--- src/rtl/fir_2mult_pkg.sv ---
// Shared types and constants for the two-multiplier FIR sample sequencer.
package fir_2mult_pkg;

  typedef enum logic [1:0] {
    IDLE  = 2'd0,
    RUN   = 2'd1,
    CLEAR = 2'd2
  } state_e;

  function automatic int unsigned pairs_per_output(input int unsigned num_taps);
    return num_taps / 2;
  endfunction

endpackage

--- src/rtl/fir_2mult_seq_if.sv ---
// Sample handshake, samples-RAM port and MAC strobe bundle for the FIR sequencer.
interface fir_2mult_seq_if #(
  parameter int unsigned DataWidth = 18,
  parameter int unsigned AddrWidth = 7
);
  logic                 sample_valid_i;
  logic                 sample_ready_o;
  logic [DataWidth-1:0] sample_i;
  logic                 clear_i;
  logic                 busy_o;
  logic                 ram_wen_o;
  logic [AddrWidth-1:0] ram_wr_addr_o;
  logic [DataWidth-1:0] ram_data_o;
  logic                 ram_ren_o;
  logic [AddrWidth-1:0] ram_rd_addr1_o;
  logic [AddrWidth-1:0] ram_rd_addr2_o;
  logic [AddrWidth-1:0] coef_idx1_o;
  logic [AddrWidth-1:0] coef_idx2_o;
  logic                 mac_en_o;
  logic                 mac_clr_o;
  logic                 mac_last_o;

  modport master (
    output sample_valid_i, sample_i, clear_i,
    input  sample_ready_o, busy_o, ram_wen_o, ram_wr_addr_o, ram_data_o, ram_ren_o,
           ram_rd_addr1_o, ram_rd_addr2_o, coef_idx1_o, coef_idx2_o,
           mac_en_o, mac_clr_o, mac_last_o
  );

  modport slave (
    input  sample_valid_i, sample_i, clear_i,
    output sample_ready_o, busy_o, ram_wen_o, ram_wr_addr_o, ram_data_o, ram_ren_o,
           ram_rd_addr1_o, ram_rd_addr2_o, coef_idx1_o, coef_idx2_o,
           mac_en_o, mac_clr_o, mac_last_o
  );
endinterface

--- src/rtl/fir_2mult_seq.sv ---
// Circular delay-line sequencer: writes one sample, then issues NumTaps/2 dual reads
// with coefficient indices and MAC strobes aligned to the RAM's one-cycle read latency.
module fir_2mult_seq
  import fir_2mult_pkg::*;
#(
  parameter int unsigned DataWidth = 18,
  parameter int unsigned AddrWidth = 7,
  parameter int unsigned NumTaps   = 128
) (
  input  logic           clk_i,
  input  logic           rst_ni,
  fir_2mult_seq_if.slave bus
);

  localparam int unsigned Pairs  = pairs_per_output(NumTaps);
  localparam int unsigned JWidth = (Pairs > 1) ? $clog2(Pairs) : 1;
  localparam logic [JWidth-1:0]    JLast = JWidth'(Pairs - 1);
  localparam logic [AddrWidth-1:0] KLast = '1;

  if ((NumTaps % 2) != 0 || NumTaps < 2 || NumTaps > (1 << AddrWidth)) begin : g_bad_cfg
    $error("fir_2mult_seq: NumTaps must be even and within 2..2**AddrWidth");
  end

  state_e               state_q, state_d;
  logic [AddrWidth-1:0] wr_ptr_q, wr_ptr_d;
  logic [AddrWidth-1:0] base_q, base_d;
  logic [AddrWidth-1:0] k_q, k_d;
  logic [JWidth-1:0]    j_q, j_d;
  logic                 mac_en_q, mac_clr_q, mac_last_q;

  logic                 ready, wen, ren, first_pair, last_pair;
  logic [AddrWidth-1:0] waddr, rd_addr1, rd_addr2, coef1, coef2, two_j;
  logic [DataWidth-1:0] wdata;

  always_ff @(posedge clk_i or negedge rst_ni) begin
    if (!rst_ni) begin
      state_q    <= IDLE;
      wr_ptr_q   <= '0;
      base_q     <= '0;
      k_q        <= '0;
      j_q        <= '0;
      mac_en_q   <= 1'b0;
      mac_clr_q  <= 1'b0;
      mac_last_q <= 1'b0;
    end else begin
      state_q    <= state_d;
      wr_ptr_q   <= wr_ptr_d;
      base_q     <= base_d;
      k_q        <= k_d;
      j_q        <= j_d;
      mac_en_q   <= ren;
      mac_clr_q  <= first_pair;
      mac_last_q <= last_pair;
    end
  end

  // Next state and the combinational RAM-side controls.
  always_comb begin
    state_d    = state_q;
    wr_ptr_d   = wr_ptr_q;
    base_d     = base_q;
    k_d        = k_q;
    j_d        = j_q;
    ready      = 1'b0;
    wen        = 1'b0;
    waddr      = '0;
    wdata      = '0;
    ren        = 1'b0;
    rd_addr1   = '0;
    rd_addr2   = '0;
    coef1      = '0;
    coef2      = '0;
    first_pair = 1'b0;
    last_pair  = 1'b0;
    two_j      = AddrWidth'({j_q, 1'b0});

    unique case (state_q)
      IDLE: begin
        if (bus.clear_i) begin
          state_d = CLEAR;
        end else begin
          ready = 1'b1;
          if (bus.sample_valid_i) begin
            wen      = 1'b1;
            waddr    = wr_ptr_q;
            wdata    = bus.sample_i;
            base_d   = wr_ptr_q;
            wr_ptr_d = wr_ptr_q + AddrWidth'(1);
            j_d      = '0;
            state_d  = RUN;
          end
        end
      end
      RUN: begin
        ren        = 1'b1;
        rd_addr1   = base_q - two_j;
        rd_addr2   = base_q - two_j - AddrWidth'(1);
        coef1      = two_j;
        coef2      = two_j + AddrWidth'(1);
        first_pair = (j_q == '0);
        last_pair  = (j_q == JLast);
        if (last_pair) begin
          j_d     = '0;
          state_d = IDLE;
        end else begin
          j_d = j_q + JWidth'(1);
        end
      end
      CLEAR: begin
        wen   = 1'b1;
        waddr = k_q;
        k_d   = k_q + AddrWidth'(1);
        if (k_q == KLast) begin
          wr_ptr_d = '0;
          state_d  = IDLE;
        end
      end
      default: state_d = IDLE;
    endcase
  end

  assign bus.sample_ready_o = ready;
  assign bus.busy_o         = (state_q != IDLE);
  assign bus.ram_wen_o      = wen;
  assign bus.ram_wr_addr_o  = waddr;
  assign bus.ram_data_o     = wdata;
  assign bus.ram_ren_o      = ren;
  assign bus.ram_rd_addr1_o = rd_addr1;
  assign bus.ram_rd_addr2_o = rd_addr2;
  assign bus.coef_idx1_o    = coef1;
  assign bus.coef_idx2_o    = coef2;
  assign bus.mac_en_o       = mac_en_q;
  assign bus.mac_clr_o      = mac_clr_q;
  assign bus.mac_last_o     = mac_last_q;

endmodule
--- src/flat_wrapper.sv ---
// flat-port wrapper written by rule: the top's interface ports become plain ports
module fir_2mult_seq_flat import fir_2mult_pkg::*;
#(
  parameter int unsigned DataWidth = 18,
  parameter int unsigned AddrWidth = 7,
  parameter int unsigned NumTaps   = 128
)
  (clk_i, rst_ni, bus_sample_valid_i, bus_sample_i, bus_clear_i, bus_sample_ready_o, bus_busy_o, bus_ram_wen_o, bus_ram_wr_addr_o, bus_ram_data_o, bus_ram_ren_o, bus_ram_rd_addr1_o, bus_ram_rd_addr2_o, bus_coef_idx1_o, bus_coef_idx2_o, bus_mac_en_o, bus_mac_clr_o, bus_mac_last_o);
  fir_2mult_seq_if #(.DataWidth(DataWidth), .AddrWidth(AddrWidth)) bus_i ();
  input  logic clk_i;
  input  logic rst_ni;
  input wire logic [$bits(bus_i.sample_valid_i)-1:0] bus_sample_valid_i;
  input wire logic [$bits(bus_i.sample_i)-1:0] bus_sample_i;
  input wire logic [$bits(bus_i.clear_i)-1:0] bus_clear_i;
  output wire logic [$bits(bus_i.sample_ready_o)-1:0] bus_sample_ready_o;
  output wire logic [$bits(bus_i.busy_o)-1:0] bus_busy_o;
  output wire logic [$bits(bus_i.ram_wen_o)-1:0] bus_ram_wen_o;
  output wire logic [$bits(bus_i.ram_wr_addr_o)-1:0] bus_ram_wr_addr_o;
  output wire logic [$bits(bus_i.ram_data_o)-1:0] bus_ram_data_o;
  output wire logic [$bits(bus_i.ram_ren_o)-1:0] bus_ram_ren_o;
  output wire logic [$bits(bus_i.ram_rd_addr1_o)-1:0] bus_ram_rd_addr1_o;
  output wire logic [$bits(bus_i.ram_rd_addr2_o)-1:0] bus_ram_rd_addr2_o;
  output wire logic [$bits(bus_i.coef_idx1_o)-1:0] bus_coef_idx1_o;
  output wire logic [$bits(bus_i.coef_idx2_o)-1:0] bus_coef_idx2_o;
  output wire logic [$bits(bus_i.mac_en_o)-1:0] bus_mac_en_o;
  output wire logic [$bits(bus_i.mac_clr_o)-1:0] bus_mac_clr_o;
  output wire logic [$bits(bus_i.mac_last_o)-1:0] bus_mac_last_o;
  assign bus_i.sample_valid_i = bus_sample_valid_i;
  assign bus_i.sample_i = bus_sample_i;
  assign bus_i.clear_i = bus_clear_i;
  assign bus_sample_ready_o = bus_i.sample_ready_o;
  assign bus_busy_o = bus_i.busy_o;
  assign bus_ram_wen_o = bus_i.ram_wen_o;
  assign bus_ram_wr_addr_o = bus_i.ram_wr_addr_o;
  assign bus_ram_data_o = bus_i.ram_data_o;
  assign bus_ram_ren_o = bus_i.ram_ren_o;
  assign bus_ram_rd_addr1_o = bus_i.ram_rd_addr1_o;
  assign bus_ram_rd_addr2_o = bus_i.ram_rd_addr2_o;
  assign bus_coef_idx1_o = bus_i.coef_idx1_o;
  assign bus_coef_idx2_o = bus_i.coef_idx2_o;
  assign bus_mac_en_o = bus_i.mac_en_o;
  assign bus_mac_clr_o = bus_i.mac_clr_o;
  assign bus_mac_last_o = bus_i.mac_last_o;
  fir_2mult_seq #(.DataWidth(DataWidth), .AddrWidth(AddrWidth), .NumTaps(NumTaps)) u_core (.clk_i(clk_i), .rst_ni(rst_ni), .bus(bus_i));
endmodule
--- config.mk ---
export PLATFORM = sky130hd
export DESIGN_NAME = fir_2mult_seq_flat
export DESIGN_NICKNAME = d
export VERILOG_FILES = /design/src/rtl/fir_2mult_pkg.sv /design/src/rtl/fir_2mult_seq_if.sv /design/src/rtl/fir_2mult_seq.sv /design/src/flat_wrapper.sv
export SDC_FILE = /design/constraint.sdc
export NUM_CORES = 1
export LEC_CHECK = 0
export CORE_MARGIN = 4
export CORE_UTILIZATION = 40
export CTS_CLUSTER_DIAMETER = 150
export DETAILED_ROUTE_END_ITERATION = 16
export GPL_TIMING_DRIVEN = 0
export PLACE_DENSITY = 0.75
export SLEW_MARGIN = 30
export SYNTH_ARGS = -nofsm -noshare
export SYNTH_HDL_FRONTEND = slang
export SYNTH_SLANG_ARGS = --single-unit
--- constraint.sdc ---
create_clock -name clk_i -period 6.4 [get_ports clk_i]
set_input_delay 0.96 -clock clk_i [delete_from_list [all_inputs] [get_ports clk_i]]
set_output_delay 0.96 -clock clk_i [all_outputs]
set_load 0.005 [all_outputs]
==> run_results.csv <==
group,metric,value,unit
layout,num-nets-final,379,
setup_path,start_kind,"flip-flop",
synthesis,yosysWarningCount,0,
pwr,p_leak,1.37,nW
clock_network,cts-buffers-inserted,5,
setup_path,critPathKind,"reg -> out",
worst_hold_path,hp-start,"u_core.k_q[5]",
grt,overflow,0,
sta,worst_pin_slew,578,ps
run_status,outcome,"finished, final reports clean",
detailed_routing,routed_wl,5420,µm
floorplanning,ios,82,
synthesis,synth_area_leaders,"dfrtp_1, nand2_1, and2_1",
grt,grt_pass1_wl,9130,µm
clock_network,clk_path_buf_depth,2,
sta,hold_viol,0,
detailed_routing,vias,2042,
synthesis,ys_types,40,
grt,grt_pass1_vias,2007,
sta,skew,7.36,ps
clock_network,cts_setup_buffers,0,
detailed_routing,drt_iter0_drc,44,
run,max_cap_viol_count,0,
placed_design,port-buffer-count,80,
synthesis,synth.net_count,291,
sta,rsz0062_at_grt,"false",
pwr,power_density,292,nW/µm²
pwr,swShare,38.0,%
pwr,power_frac_comb,47.3,%
synthesis,synth-seq-cells,32,
layout,num_antenna_cells,0,
clock_network,clockRootBuffer,"clkbuf_8",
floorplanning,start_util,41.1,%
setup_path,timing.critical_path.to_type,"output pin",
pwr,power.switching,0.345,mW
floorplanning,rows,26,
synthesis,synth_common_cells,"nand2_1, dfrtp_1, nor2_1, and2_1, o21ai_0",
layout,syn_to_final_growth,47.9,%
sta,finalCriticalPeriod,4210,ps
setup_path,critPathRequiredTime,5440,ps
synthesis,synth_top_cell_by_area,"dfrtp_1",
detailed_routing,drc,0,
setup_path,cp.arrival,3250,ps
pwr,clockPowerShare,18.3,%
layout,drive_gt1_share,8.09,%
layout,design_area,3110,µm²
setup_path,r2r-start,"u_core.state_q[1]",
floorplanning,dieArea,6480,µm²
clock_network,clkLatencyLatePin,280,ps
grt,track_usage,17.9,%
pwr,power,0.907,mW
pwr,p_seq_share,34.4,%
clock_network,postCtsHoldBufs,0,
synthesis,ys_seq_area_share,38.1,%
worst_hold_path,hold_path.class,"reg -> reg",
clock_network,htreeDepth,2,
floorplanning,die_x,80.5,µm
detailed_routing,firstDrtPassIters,4,
pwr,p_int,0.562,mW
placed_design,place_inst,409,
clock_network,cts-resized-gates,0,
layout,fin_util,60.9,%
synthesis,synth_most_common_cell,"nand2_1",
sta,setup_violations,0,
placed_design,place_area,3010,µm²
detailed_routing,viasPerCell,4.91,
grt,grt_max_degree,18,
synthesis,synth_cells,258,
setup_path,crit_start,"u_core.j_q[0]",
synthesis,syn_avg_cell_area,8.14,µm²
clock_network,cts_tree,"built",
sta,clock.fmax,237,MHz
floorplanning,coreArea,5110,µm²
synthesis,synth_edf_count,0,
sta,timing_max_transition_violations_final,0,
synthesis,synthArstFlopShare,100,%
sta,max_slew_margin,61.4,%
placed_design,dpl.hpwl,4350,µm
sta,final.setup.tns,0,ps
pwr,peakVddDrop,0.000156,V
placed_design,place_congestion,0.858,
layout,stdcell_count,416,
detailed_routing,wl_per_cell,13.0,µm
synthesis,synthFlopType,"dfrtp_1",
detailed_routing,final_antenna_net_count,0,
synthesis,synth_top_area_share,38.1,%
clock_network,clock_sinks,32,
setup_path,critPathMaxFanout,7,
synthesis,netlist_area,2100,µm²
grt,antenna_found_initial,0,
sta,min_period_over_period,65.8,%
clock_network,path_clk_slew,60,ps
floorplanning,die_h,80.5,µm
[cells in the final DEF (no fill, tap or decap), drive strengths merged, types with 6 or more instances in the layout]
master	synthesis	routed
a21oi	12	12
and2	21	21
buf	11	13
clkbuf	7	14
clkdlybuf4s50	0	79
dfrtp	32	32
ha	10	10
inv	9	9
nand2	38	38
nand3	9	9
nor2	31	31
o21ai	21	21
xnor2	8	8
xor2	6	6
[metrics by stage]
stage | setup WS, ps | hold WS, ps
finish | 2190 | 491
global route | 2030 | 520
CTS | 2180 | 495
detailed placement | 2400 | 480
global placement | 2410 | 469
floorplan | 3170 | 450
[registers in the layout (all words and copies together) (netlist names)]
| name | flops |
|---|---|
| u_core.k_q | 7 |
| u_core.j_q | 6 |
| u_core.bus.mac_clr_o | 1 |
| u_core.bus.mac_last_o | 1 |
| u_core.wr_ptr_q | 7 |
| u_core.state_q | 2 |
| u_core.base_q | 7 |
| u_core.bus.mac_en_o | 1 |
[power groups by stage]
stage               Combinational [mW]  Sequential [mW]  Clock, mW
finish                           0.429            0.312      0.166
global route                     0.496            0.321      0.178
CTS                              0.435            0.312      0.170
detailed placement               0.434            0.314          0
global placement                 0.419            0.313          0
floorplan                        0.312            0.298          0
[cell type report]
| type | count | area [µm²] |
|---|---|---|
| multi-input cells | 199 | 1160 |
| fillers | 460 | 2000 |
| flip-flops and latches | 32 | 801 |
| well taps | 70 | 87.6 |
| clock buffers | 7 | 96.3 |
| inverters | 9 | 33.8 |
| plain buffers | 18 | 101 |
| repair buffers | 81 | 823 |
[critical path: stages, from the launching register on]
cell and delay, ps:
dfrtp_1 470, ha_1 260, fa_1 430, or2b_1 240
a21oi_1 250, xor2_1 130, or4_1 530, a21oi_1 140
clkdlybuf4s50_1 520
[worst paths after layout]
check / end / slack, ps / cells after the start
setup / recovery: bus_ram_rd_addr2_o[6] / 2190 / 8
hold / removal: u_core.k_q[5] / 490 / 1
setup reg to reg: u_core.base_q[2] / 4550 / 7
hold reg to reg: u_core.k_q[5] / 490 / 1
max in group asynchronous: u_core.base_q[1] / 5370 / 2
min in group asynchronous: u_core.k_q[4] / 610 / 1
[cells by family after synthesis]
kind of cell | share of synthesized area [%]
mux | 1.01
simple gates | 29.0
other cells | 0.179
compound gates | 12.5
buf+inv | 6.43
xor+xnor | 5.84
fa+ha+maj | 6.91
flops | 38.1
[per-layer routing]
metal / global-route usage (%) / share of wire (%)
met1: 20.3 / 42
met2: 30.9 / 47
met3: 6.73 / 9.4
met4: 5.91 / 1.4
met5: 0 / 0
Power figures use the tool's default switching activity.
==> variant 1 (same settings) <==
The 3 states of `state_e` get a one-hot encoding in 3 bits.
--- a/src/rtl/fir_2mult_pkg.sv
+++ b/src/rtl/fir_2mult_pkg.sv
@@ -3,6 +3,6 @@
 
-  typedef enum logic [1:0] {
-    IDLE  = 2'd0,
-    RUN   = 2'd1,
-    CLEAR = 2'd2
+  typedef enum logic [2:0] {
+    IDLE  = 3'b001,
+    RUN   = 3'b010,
+    CLEAR = 3'b100
   } state_e;
Formal check against the unedited RTL: no difference found for any inputs over 10 cycles, from zero or initial values and one cycle with rst_ni low; not proved beyond that.
==> variant 1 against the unedited design <==
Sequential cell count rose by 1; wire length shrank 1.5%; synthesized cell count down 2.3%; utilization about the same; critical endpoint unchanged; clock power shrank 5%; critical path type unchanged; via count up 0.15%; final area is 0.60% higher; synthesized area grew 1.4%; total power up 8.4%; global-route usage down 1.4 points; setup slack improved by 0.23 ns.
==> variant 1: results (changes against the unedited design) <==
stage,metric,value,unit,change
setup_path,kind of cell adding the most delay to the critical path,adder cells,,was simple AND/OR/NAND/NOR gates
final_layout,non-clk buf share,29.3,%,was 29.8%
timing,clk_skew,0.00442,ns,was 0.00736 ns
status,run status,"complete, no violations",,unchanged
setup_path,Worst path max stage delay,0.51,ns,was 0.53 ns
placement,routability cong.,0.797,,was 0.858
synthesis,Compound-Gate Fraction of Synth Area,13.3,%,was 12.5%
setup_path,reg2reg path depth,6,,was 7
final_layout,multi-input combinational area share,37.5,%,about the same
final_layout,FF+latch area,827,um2,was 801 um2
synthesis,"Seq/Total Area, Yosys",38.8,%,was 38.1%
synthesis,Synth top cells by count,"41 x nand2_1, 32 x dfrtp_1, 29 x nor2_1",,"was 38 x nand2_1, 32 x dfrtp_1, 31 x nor2_1"
final_layout,fillers,486,,was 460
final_layout,invs w/o clock,10,,was 9
worst_hold_path,min-delay src,u_core.base_q[4],,was u_core.k_q[5]
final_layout,Clock buf/inv share,2.76,%,was 3.10%
global_routing,vias in the first global route,1934,,was 2007
final_layout,count of multi-input gates,194,,was 199
worst_hold_path,Hold Path Sink,u_core.base_q[4],,was u_core.k_q[5]
synthesis,mux contribution to synthesized area,0.999,%,was 1.01%
placement,HPWL after detailed placement,4270,um,was 4350 um
setup_path,Worst Path Max Fanout,8,,was 7
global_routing,largest net degree at the start of global routing,21,,was 18
synthesis,XOR/XNOR Fraction of Synth Area,5.35,%,was 5.84%
pwr,VDD IR max,0.000195,V,was 0.000156 V
pwr,Clock Power,0.157,mW,was 0.166 mW
global_routing,All-Layer GR Usage,16.5,%,was 17.9%
synthesis,Post-Syn Nets,285,,was 291
setup_path,RR Endpoint,u_core.wr_ptr_q[6],,was u_core.base_q[2]
## variant 1: cell types whose count changed in the layout (fill, tap and decap cells not counted), moves of 3 or more
cell and delta:
a21oi_1 -4, nand2_1 +3, a31oi_1 +3, nor3_1 -3, clkbuf_1 -5, o21ai_1 +8
nand4_1 +4, o21ai_0 -11
## variant 1: metal layers
layer	up-vias	track usage, %	share of wire [%]
met2	59	28.5	50
met3	5	3.33	5.6
li1	1022	-	-
met1	959	21.0	44
met5	-	0	0
met4	0	4.05	0.66
## variant 1: through the flow
step	worst slack (ns)	util, %	total power [mW]	instances	cell area (um2)
after floorplan	3.50	-	0.648	252	2130
after global placement	2.60	58.7	0.811	402	3020
after detailed placement	2.59	59.2	0.831	403	3040
after CTS	2.39	60.8	0.991	410	3130
after global routing	2.21	60.8	1.07	410	3130
final	2.42	60.8	0.983	410	3130
==> variant 2 (same flow settings) <==
Made on the original files. `DataWidth` is set to 18 in 3 places; all go to 22.
--- a/src/rtl/fir_2mult_seq_if.sv
+++ b/src/rtl/fir_2mult_seq_if.sv
@@ -2,3 +2,3 @@
 interface fir_2mult_seq_if #(
-  parameter int unsigned DataWidth = 18,
+  parameter int unsigned DataWidth = 22,
   parameter int unsigned AddrWidth = 7
--- a/src/rtl/fir_2mult_seq.sv
+++ b/src/rtl/fir_2mult_seq.sv
@@ -5,3 +5,3 @@
 #(
-  parameter int unsigned DataWidth = 18,
+  parameter int unsigned DataWidth = 22,
   parameter int unsigned AddrWidth = 7,
--- a/src/flat_wrapper.sv
+++ b/src/flat_wrapper.sv
@@ -3,3 +3,3 @@
 #(
-  parameter int unsigned DataWidth = 18,
+  parameter int unsigned DataWidth = 22,
   parameter int unsigned AddrWidth = 7,
Interface: changed (resized bus_ram_data_o and bus_sample_i); port bits go from 82 to 90. No check against the original RTL was run, so the function may have changed too.
==> variant 2 against the unedited design <==
Maximum frequency up 0.59%; critical path type unchanged; die area up 1.0%; clock skew about the same; register-to-register slack better by 0.03 ns; synthesized area up 1.1%; global-route usage down 0.38 points; first-iteration DRC count up 120%; total power up 5.2%; largest cell class unchanged; setup slack better by 0.025 ns; synthesized cell count up 1.6%; sequential cell count unchanged; final area up 4.3%; wire length up 0.98%; clock power up 27%.
==> variant 2: results (changes against the unedited design) <==
stage,metric,value,unit,change
global_routing,largest net degree at the start of global routing,24,,was 18
clock_network,CTS Buf Count,5,,unchanged
setup_path,worst path arrival time,3.23,ns,was 3.25 ns
routing,vias per inst,5.03,,was 4.91
placement,port bufs,88,,was 80
clock_network,Clock Path Buffers,2,,unchanged
global_routing,initial antenna violation count,0,,unchanged
synthesis,"Seq/Total Area, Yosys",37.7,%,was 38.1%
placement,HPWL after detailed placement,4470,um,was 4350 um
global_routing,vias in the first global route,2005,,was 2007
setup_path,r2r setup slk,4.58,ns,was 4.55 ns
placement,routability cong.,0.877,,was 0.858
synthesis,Synth top cells by count,"38 x nand2_1, 32 x dfrtp_1, 31 x nor2_1",,unchanged
timing,Hold Slack,0.479,ns,was 0.491 ns
timing,clk_skew,0.00747,ns,was 0.00736 ns
placement,pre-CTS WS,2.30,ns,was 2.40 ns
synthesis,yosys warns,0,,unchanged
synthesis,Post-Syn Nets,299,,was 291
routing,DR WL/cell,12.8,um,was 13.0 um
placement,Placed Area,3120,um2,was 3010 um2
final_layout,layout net count,395,,was 379
timing,Final min period,4.19,ns,was 4.21 ns
routing,First DRT Iteration DRCs,96,,was 44
final_layout,fillers,484,,was 460
pwr,VDD IR max,0.000149,V,was 0.000156 V
status,run status,"complete, no violations",,unchanged
timing,measured slew at the worst slew-check pin,0.543,ns,was 0.578 ns
final_layout,layout cells sized above 1,7.80,%,was 8.09%
synthesis,Synth area leaders,"dfrtp_1 38%, and2_1 7.4%, nand2_1 6.7%",,"was dfrtp_1 38%, nand2_1 6.8%, and2_1 6.3%"
global_routing,first-pass GRT wire length,8910,um,was 9130 um
==> variant 2: cell types whose count changed after synthesis, sizes merged <==
cell    before  now
and2        21   25
buf         11   10
clkbuf       7    8
==> variant 2: cells by family after synthesis <==
kind of cell             share of synthesized area [%]
AND/OR/NAND/NOR                                   29.9
AO/OA/AOI/OAI                                     12.4
flip-flops                                        37.7
buffers and inverters                             6.30
XOR/XNOR                                          5.77
adder cells (fa/ha/maj)                           6.83
multiplexers                                      1.00
other                                            0.177
==> variant 2: metal layers <==
layer / up-vias / share of wire (%) / GRT usage (%)
li1: 1058 / - / -
met1: 1008 / 41 / 19.8
met2: 85 / 49 / 30.2
met3: 6 / 10 / 7.65
met4: 0 / 0.93 / 4.56
met5: - / 0 / 0
==> variant 2: layout make-up <==
type                            instances  area [um2]  area share (%)
Clock buffer                            7        96.3            2.97
Timing Repair Buffer                   89         903            27.9
Multi-Input combinational cell        203        1190            36.7
Buffer                                 18         100            3.09
Inverter                                9        33.8            1.04
Tap cell                               70        87.6            2.70
Clock inverter                          1        30.0           0.926
Sequential cell                        32         801            24.7
==> variant 2: worst max-delay path, stage by stage, from the launching register on <==
cell and delay, ns:
dfrtp_1 0.47, ha_1 0.26, fa_1 0.44, or2b_1 0.25, a21oi_1 0.22, xor2_1 0.11, or4_1 0.52, a21oi_1 0.15
clkdlybuf4s50_1 0.52
==> variant 2: worst paths after layout <==
path                                   start                    end  cells past startpoint
setup / recovery               u_core.j_q[0]  bus_ram_rd_addr2_o[6]                      8
hold / removal              u_core.base_q[3]       u_core.base_q[3]                      2
setup reg to reg           u_core.state_q[1]       u_core.base_q[2]                      6
hold reg to reg             u_core.base_q[3]       u_core.base_q[3]                      2
max in group asynchronous             rst_ni       u_core.base_q[2]                      2
min in group asynchronous             rst_ni    u_core.bus.mac_en_o                      1
==> variant 2: where the power goes <==
part           switching, mW  internal, mW  total (mW)
Clock                 0.0730         0.137       0.210
Sequential            0.0623         0.251       0.313
Combinational          0.213         0.218       0.431
Total                  0.348         0.606       0.954
==> variant 2: metrics by stage <==
stage | power [mW] | std cells | utilization, %
6_report | 0.954 | 429 | 63.1
5_1_grt | 1.04 | 429 | 63.1
4_1_cts | 0.964 | 429 | 63.1
3_5_place_dp | 0.751 | 421 | 60.6
3_3_place_gp | 0.736 | 420 | 60.2
2_1_floorplan | 0.610 | 262 | -
